[config.mk]
export PLATFORM = sky130hd
export DESIGN_NAME = fsm_input_conditioner
export DESIGN_NICKNAME = d
export VERILOG_FILES = /design/src/rtl/fsm_input_conditioner.sv
export SDC_FILE = /design/constraint.sdc
export NUM_CORES = 1
export LEC_CHECK = 0
export BUFFER_PORTS_ARGS = -buffer_cell sky130_fd_sc_hd__clkbuf_2
export CAP_MARGIN = 25
export CORE_MARGIN = 10
export CORE_UTILIZATION = 55
export CTS_BUF_LIST = sky130_fd_sc_hd__clkbuf_2 sky130_fd_sc_hd__clkbuf_4 sky130_fd_sc_hd__clkbuf_8
export DETAILED_ROUTE_END_ITERATION = 7
export GPL_TIMING_DRIVEN = 0
export MAX_ROUTING_LAYER = met4
export PLACE_DENSITY = 0.77
export REMOVE_ABC_BUFFERS = 1
export SLEW_MARGIN = 10
export SYNTH_ARGS = -nofsm -noshare
export SYNTH_HDL_FRONTEND = slang
export SYNTH_SLANG_ARGS = --single-unit
[constraint.sdc]
create_clock -name clk -period 6.15 [get_ports clk]
set_input_delay 1.5375 -clock clk [delete_from_list [all_inputs] [get_ports clk]]
set_output_delay 1.5375 -clock clk [all_outputs]
set_load 0.05 [all_outputs]
[src/rtl/fsm_input_conditioner.sv]
// Synchronizes and debounces board switches and the step button, producing a clean switch
// vector, one-cycle step pulses and a wrapping step counter. Optional feature macro: AUTO_STEP_EN.
module fsm_input_conditioner #(
    parameter int SW_WIDTH        = 2,
    parameter int DEBOUNCE_CYCLES = 16,
    parameter int CNT_W           = 8,
    parameter int AUTO_PERIOD     = 32
) (
    input  logic                clk,
    input  logic                reset,
    input  logic [SW_WIDTH-1:0] sw_raw,
    input  logic                btn_raw,
    input  logic                auto_mode,
    output logic [SW_WIDTH-1:0] sw_out,
    output logic                ctrl_out,
    output logic                sw_busy,
    output logic [CNT_W-1:0]    step_count
);

    // The button rides in the top bit so it shares the switch synchronizer and debouncer.
    localparam int NB  = SW_WIDTH + 1;
    localparam int BTN = SW_WIDTH;
    localparam int DBW = (DEBOUNCE_CYCLES > 2) ? $clog2(DEBOUNCE_CYCLES) : 1;
    localparam logic [DBW-1:0] DB_LAST = DBW'(DEBOUNCE_CYCLES - 1);

    logic [NB-1:0]    s1_q, s1_d;
    logic [NB-1:0]    s2_q, s2_d;
    logic [NB-1:0]    stable_q, stable_d;
    logic [DBW-1:0]   cnt_q [NB];
    logic [DBW-1:0]   cnt_d [NB];
    logic             sw_busy_q, sw_busy_d;
    logic [1:0]       prime_q, prime_d;
    logic             armed_q, armed_d;
    logic             pending_q, pending_d;
    logic             ctrl_q, ctrl_d;
    logic [CNT_W-1:0] step_count_q, step_count_d;
    logic             btn_rise;
    logic             step_req;

`ifdef AUTO_STEP_EN
    localparam int AW = (AUTO_PERIOD > 1) ? $clog2(AUTO_PERIOD) : 1;
    localparam logic [AW-1:0] AUTO_LAST = AW'(AUTO_PERIOD - 1);

    logic [AW-1:0] auto_cnt_q, auto_cnt_d;
    logic          auto_req;
`else
    logic          unused_auto;
    assign unused_auto = auto_mode & (AUTO_PERIOD > 0);
`endif

    always_comb begin
        s1_d      = {btn_raw, sw_raw};
        s2_d      = s1_q;
        stable_d  = stable_q;
        sw_busy_d = 1'b0;
        for (int i = 0; i < NB; i++) begin
            cnt_d[i] = '0;
            if (s2_q[i] != stable_q[i]) begin
                if (cnt_q[i] == DB_LAST) begin
                    stable_d[i] = s2_q[i];
                end else begin
                    cnt_d[i] = cnt_q[i] + DBW'(1);
                end
            end
        end
        for (int i = 0; i < SW_WIDTH; i++) begin
            sw_busy_d = sw_busy_d | (cnt_d[i] != '0);
        end
    end

    // A button already held when reset releases is not a press: rises only count once the
    // synchronized button has been seen low after the synchronizer holds real samples.
    always_comb begin
        prime_d  = {prime_q[0], 1'b1};
        armed_d  = armed_q | (prime_q[1] & ~s2_q[BTN]);
        btn_rise = armed_q & stable_d[BTN] & ~stable_q[BTN];
`ifdef AUTO_STEP_EN
        auto_cnt_d = '0;
        auto_req   = 1'b0;
        if (auto_mode) begin
            if (auto_cnt_q == AUTO_LAST) begin
                auto_req = 1'b1;
            end else begin
                auto_cnt_d = auto_cnt_q + AW'(1);
            end
        end
        step_req = auto_mode ? auto_req : btn_rise;
`else
        step_req = btn_rise;
`endif
        ctrl_d       = (pending_q | step_req) & ~sw_busy_q;
        pending_d    = (pending_q | step_req) & ~ctrl_d;
        step_count_d = step_count_q + CNT_W'(ctrl_d);
    end

    always_ff @(posedge clk or negedge reset) begin
        if (!reset) begin
            s1_q         <= '0;
            s2_q         <= '0;
            stable_q     <= '0;
            cnt_q        <= '{default: '0};
            sw_busy_q    <= 1'b0;
            prime_q      <= '0;
            armed_q      <= 1'b0;
            pending_q    <= 1'b0;
            ctrl_q       <= 1'b0;
            step_count_q <= '0;
        end else begin
            s1_q         <= s1_d;
            s2_q         <= s2_d;
            stable_q     <= stable_d;
            cnt_q        <= cnt_d;
            sw_busy_q    <= sw_busy_d;
            prime_q      <= prime_d;
            armed_q      <= armed_d;
            pending_q    <= pending_d;
            ctrl_q       <= ctrl_d;
            step_count_q <= step_count_d;
        end
    end

`ifdef AUTO_STEP_EN
    always_ff @(posedge clk or negedge reset) begin
        if (!reset) begin
            auto_cnt_q <= '0;
        end else begin
            auto_cnt_q <= auto_cnt_d;
        end
    end
`endif

    assign sw_out     = stable_q[SW_WIDTH-1:0];
    assign ctrl_out   = ctrl_q;
    assign sw_busy    = sw_busy_q;
    assign step_count = step_count_q;

endmodule
# --- Yosys cells after proc, flatten, opt, wreduce, memory -nomap -nowiden ---
# Index checks and enable logic that the tools add are counted.
op_classes:
  n_reduce_logical: 4
  eq_ne: 6
  n_bitwise: 12
  add_sub_neg: 4
  muxes: 8
ops:
  columns: ["cell", "n"]
  rows:
  - ["two-way mux 4 bit", 6]
  - ["adder 4 x 1 -> 4 bit (second input constant)", 3]
  - ["== test 4 bit (second input constant)", 3]
  - ["adder 8 x 1 -> 8 bit", 1]
  - ["nonzero test 4 bit", 2]
  - ["bitwise AND 1 bit", 5]
  - ["NOT 1 bit", 4]
  - ["AND reduction 2 bit", 2]
  - ["inequality test 1 bit", 3]
  - ["bitwise OR 1 bit", 3]
  - ["two-way mux 1 bit", 2]
totals:
  register_bits: 35
  inputBits: 6
  elab_cells: 48

# --- Depth between registers and ports, before layout ---
logic_depth:
  depth_word: 9
  mapped_depth: 9
  ltp_nobuf: 9

# --- Least setup slack after synthesis ---
# No wires, ideal clock.
synth_path:
  path_type: "reg2out"
  startpoint: "register step_count_q[2], in the netlist step_count[2]"
  endpoint: "output step_count[2]"
  arrival_ns: 0.651
  path_buffers: 0
  path_stages_with_launch: 1
  setup_slack_ns: 3.961
  required_ns: 4.612
  path_cell_list: "dfrtp_1"
synth_rtl:
  columns: ["element", "line", "text"]
  rows:
  - ["start: declaration", "36", "logic [CNT_W-1:0] step_count_q, step_count_d;"]
  - ["start signal: assignment", "118", "step_count_q <= step_count_d;"]
  - ["end: declaration", "17", "output logic [CNT_W-1:0] step_count"]
# No word-level cell between the ends.

# --- Worst setup path after layout ---
layout_path:
  startpoint: "register stable_q[0]"
  endpoint: "output sw_out[0]"
layout_rtl:
  columns: ["element", "line", "text"]
  rows:
  - ["start: declaration", "28", "logic [NB-1:0] stable_q, stable_d;"]
  - ["start signal: assignment", "111", "stable_q <= stable_d;"]
  - ["end: declaration", "14", "output logic [SW_WIDTH-1:0] sw_out,"]
# No word-level cell between the ends.

==> metrics.md <==
| Metric | Value |
|---|---|
| Status | `complete, no violations` |
| Rel. slew slack | `43.8%` |
| Total of max-cap violations | `0` |
| Met1 global-route usage | `a little over a tenth` |
| Worst-case vdd ir drop | `about 0.24 mV` |
| Crit path cell chain | `clkbuf_2` |
| Syn Inst Count | `approximately 110` |
| Sequential fraction of the synthesis area | `62.5%` |
| Worst Tran Pin Value | `around 840 ps` |
| DR pass1 iterations | `4` |
| Yosys top cell by area | `dfrtp_1` |
| Cell Pwr Density | `~300 nW/µm²` |
| Final Hold Viols | `0` |
| Post-placement cell area | `1500 µm²` |
| CTS tree | `yes` |
| Place WS | `3840 ps` |
| Crit-path max cell delay | `460 ps` |
| Synthesized area | `about 1400 µm²` |
| H-Tree Depth | `2` |
| Largest net degree at the start of global routing | `36` |
| Sequential standard cell area | `876 µm²` |
| Avg Cell Area, Syn | `12.6 µm²` |
| Bufs on Longest Clock Path | `2` |
| Synth Warn # | `0` |
| Vias in the first global route | `about 870` |
| Initial DRC Count | `46` |
| GRT Max-Usage Layer | `met2` |
| Post-CTS setup buffers | `0` |
| WP buf/inv | `1` |
| Final WL | `2350 µm` |
| ANT nets after route | `0` |
| Die footprint | `around 5000 µm²` |
| Inserted Diodes | `0` |
| Synth top area cells | `dfrtp_1, xnor2_1, ha_1, a21oi_1, xor2_1` |
| Row count | `18` |
| GRT Resource Usage Total | `10.5%` |
| Final min period | `about 2600 ps` |
| First-pass GRT wire length | `approximately 4000 µm` |
| Min-delay worst type | `register to register` |
| Final worst slack | `approximately 3500 ps` |
| Total congestion overflow | `0` |
| Top Family by Delay on Critical Path | `flip-flops` |
| Fill cells | `between 150 and 200` |
| GPL Wtd Cong | `roughly 0.75` |
| Die Span X | `70.5 µm` |
| Layout cells sized above 1 | `between 20% and 30%` |
| Initial antenna violation count | `0` |
| CP max FO | `4` |
| Tcrit/Tclk final | `a little over two fifths` |
| Skew final | `around 20 ps` |
| Crit Path Class | `register to output pin` |
| GRT met2 Usage | `16.4%` |
| Drt wl/cell | `around 14 µm` |
| Die H | `70.5 µm` |
| Dpl hpwl | `around 1700 µm` |
| Crit start category | `register` |
| I/O pins | `18` |
| RSZ-0062 raised after global routing | `no` |
| Synth cell types | `27` |
| Number of buffers added on ports | `16` |
| Hold buffers post-CTS | `0` |
| Commonest non-fill, non-tap cell in the layout | `dfrtp_1` |
| CTS resizes | `0` |
| CP endpoint kind | `output pin` |
| Clk_lat worst skew | `340 ps` |
| Req. time, crit path | `between 4000 and 5000 ps` |
| Most frequent cells in the layout | `dfrtp_1, clkbuf_2, xnor2_1` |
| Drt drc | `0` |
| CORE AREA | `~2500 µm²` |
| Leak pwr | `0.797 nW` |
| Number of CTS-inserted buffers | `5` |
| Area grow syn2layout | `14.8%` |
| Max Clk Rate | `378 MHz` |
| Sink Count | `35` |
| DR vias | `around 850` |
| GR Util met3 | `under 10%` |
| Area of the multi-input gates | `484 µm²` |
| Fin Setup TNS | `0 ps` |
| Slew Viols, Final | `0` |
| Root Driver | `clkbuf_4` |
| Number of synthesized register bits | `35` |
| Post-Layout Inst Area | `1610 µm²` |
| Worst-path clk slew | `roughly 110 ps` |
| Starting Density | `57.1%` |
| Setup violators final | `0` |
| Via density | `5.21` |
| Arrival time worst endpoint | `about 1100 ps` |
| Slowest CP cell | `dfrtp_1` |
| Fin nets | `between 100 and 150` |
| Share of the synthesized area in the top cell type | `between 60% and 70%` |
[through the flow]
stage	hold slack, ps	instances	power [mW]	utilization [%]
floorplan	331	109	0.268	-
detailed placement	336	155	0.279	61.3
CTS	361	163	0.484	65.5
global route	371	163	0.501	65.5
finish	358	163	0.480	65.5
global placement	333	155	0.277	61.3
[worst reg2reg max path: cells and delay by family, from the launching register on]
kind                       cells  cell delay, ps
AOI/OAI and AO/OA              1             170
DFF                            1             410
adders and majority gates      2             440
xor gates and xnor gates       1             120
and+or+nand+nor                5            1070
[area by class of cell]
cell class | count | area share [%]
tap | 30 | 2.33
timing repair buffer | 16 | 4.98
multi-input combinational | 67 | 30.1
inverter | 7 | 1.63
clock inverter | 3 | 4.20
clock buffer | 5 | 2.33
sequential | 35 | 54.4
[cells in the mapped netlist (all sizes together)]
cell type and count:
conb 1, and2 2, nor2 6, and3 3
a22o 1, or3b 1, nand4b 3, a41oi 1
nand2 2, xor2 4, inv 7, nor3 2
o21ai 4, ha 6, nor2b 2, a21oi 8
a21o 1, buf 2, nand3 5, mux2 2
dfrtp 35, or2 1, a31oi 2, xnor2 10
[power breakdown]
part           switching [mW]  total (mW)  internal [mW]
Combinational          0.0181      0.0289         0.0109
Sequential            0.00737       0.246          0.238
Clock                  0.0792       0.206          0.126
[kinds of logic after synthesis]
family / share of synthesized area, %
adders and majority gates: 5.36
DFF: 62.5
AOI/OAI and AO/OA: 7.23
xor gates and xnor gates: 9.29
other: 0.268
and+or+nand+nor: 10.8
muxes: 1.61
buffers and inverters: 2.95
[registers in the layout, summed over array words and instances, names as in the netlist]
| name | count |
|---|---|
| sw_busy | 1 |
| stable_q | 3 |
| s2_q | 3 |
| s1_q | 3 |
| armed_q | 1 |
| step_count | 8 |
| cnt_q | 12 |
| ctrl_out | 1 |
| prime_q | 2 |
| pending_q | 1 |
[metal layers]
metal,vias up,share of wire [%],wire [µm]
met4,0,3.4,79
met1,411,44,1020
met2,17,49,1160
met3,9,3.5,82
li1,412,-,-
met5,-,0,0
[path summary, 6_finish.rpt]
path	startpoint	end	slack [ps]	cells past startpoint
max	stable_q[0]	sw_out[0]	3500	1
min	s1_q[1]	s2_q[1]	360	0
max reg2reg	cnt_q[0]	step_count[7]	3850	9
min reg2reg	s1_q[1]	s2_q[1]	360	0
max in group asynchronous	reset	s1_q[1]	4330	1
min in group asynchronous	reset	step_count[5]	1280	1
(Power assumes the default switching activity.)
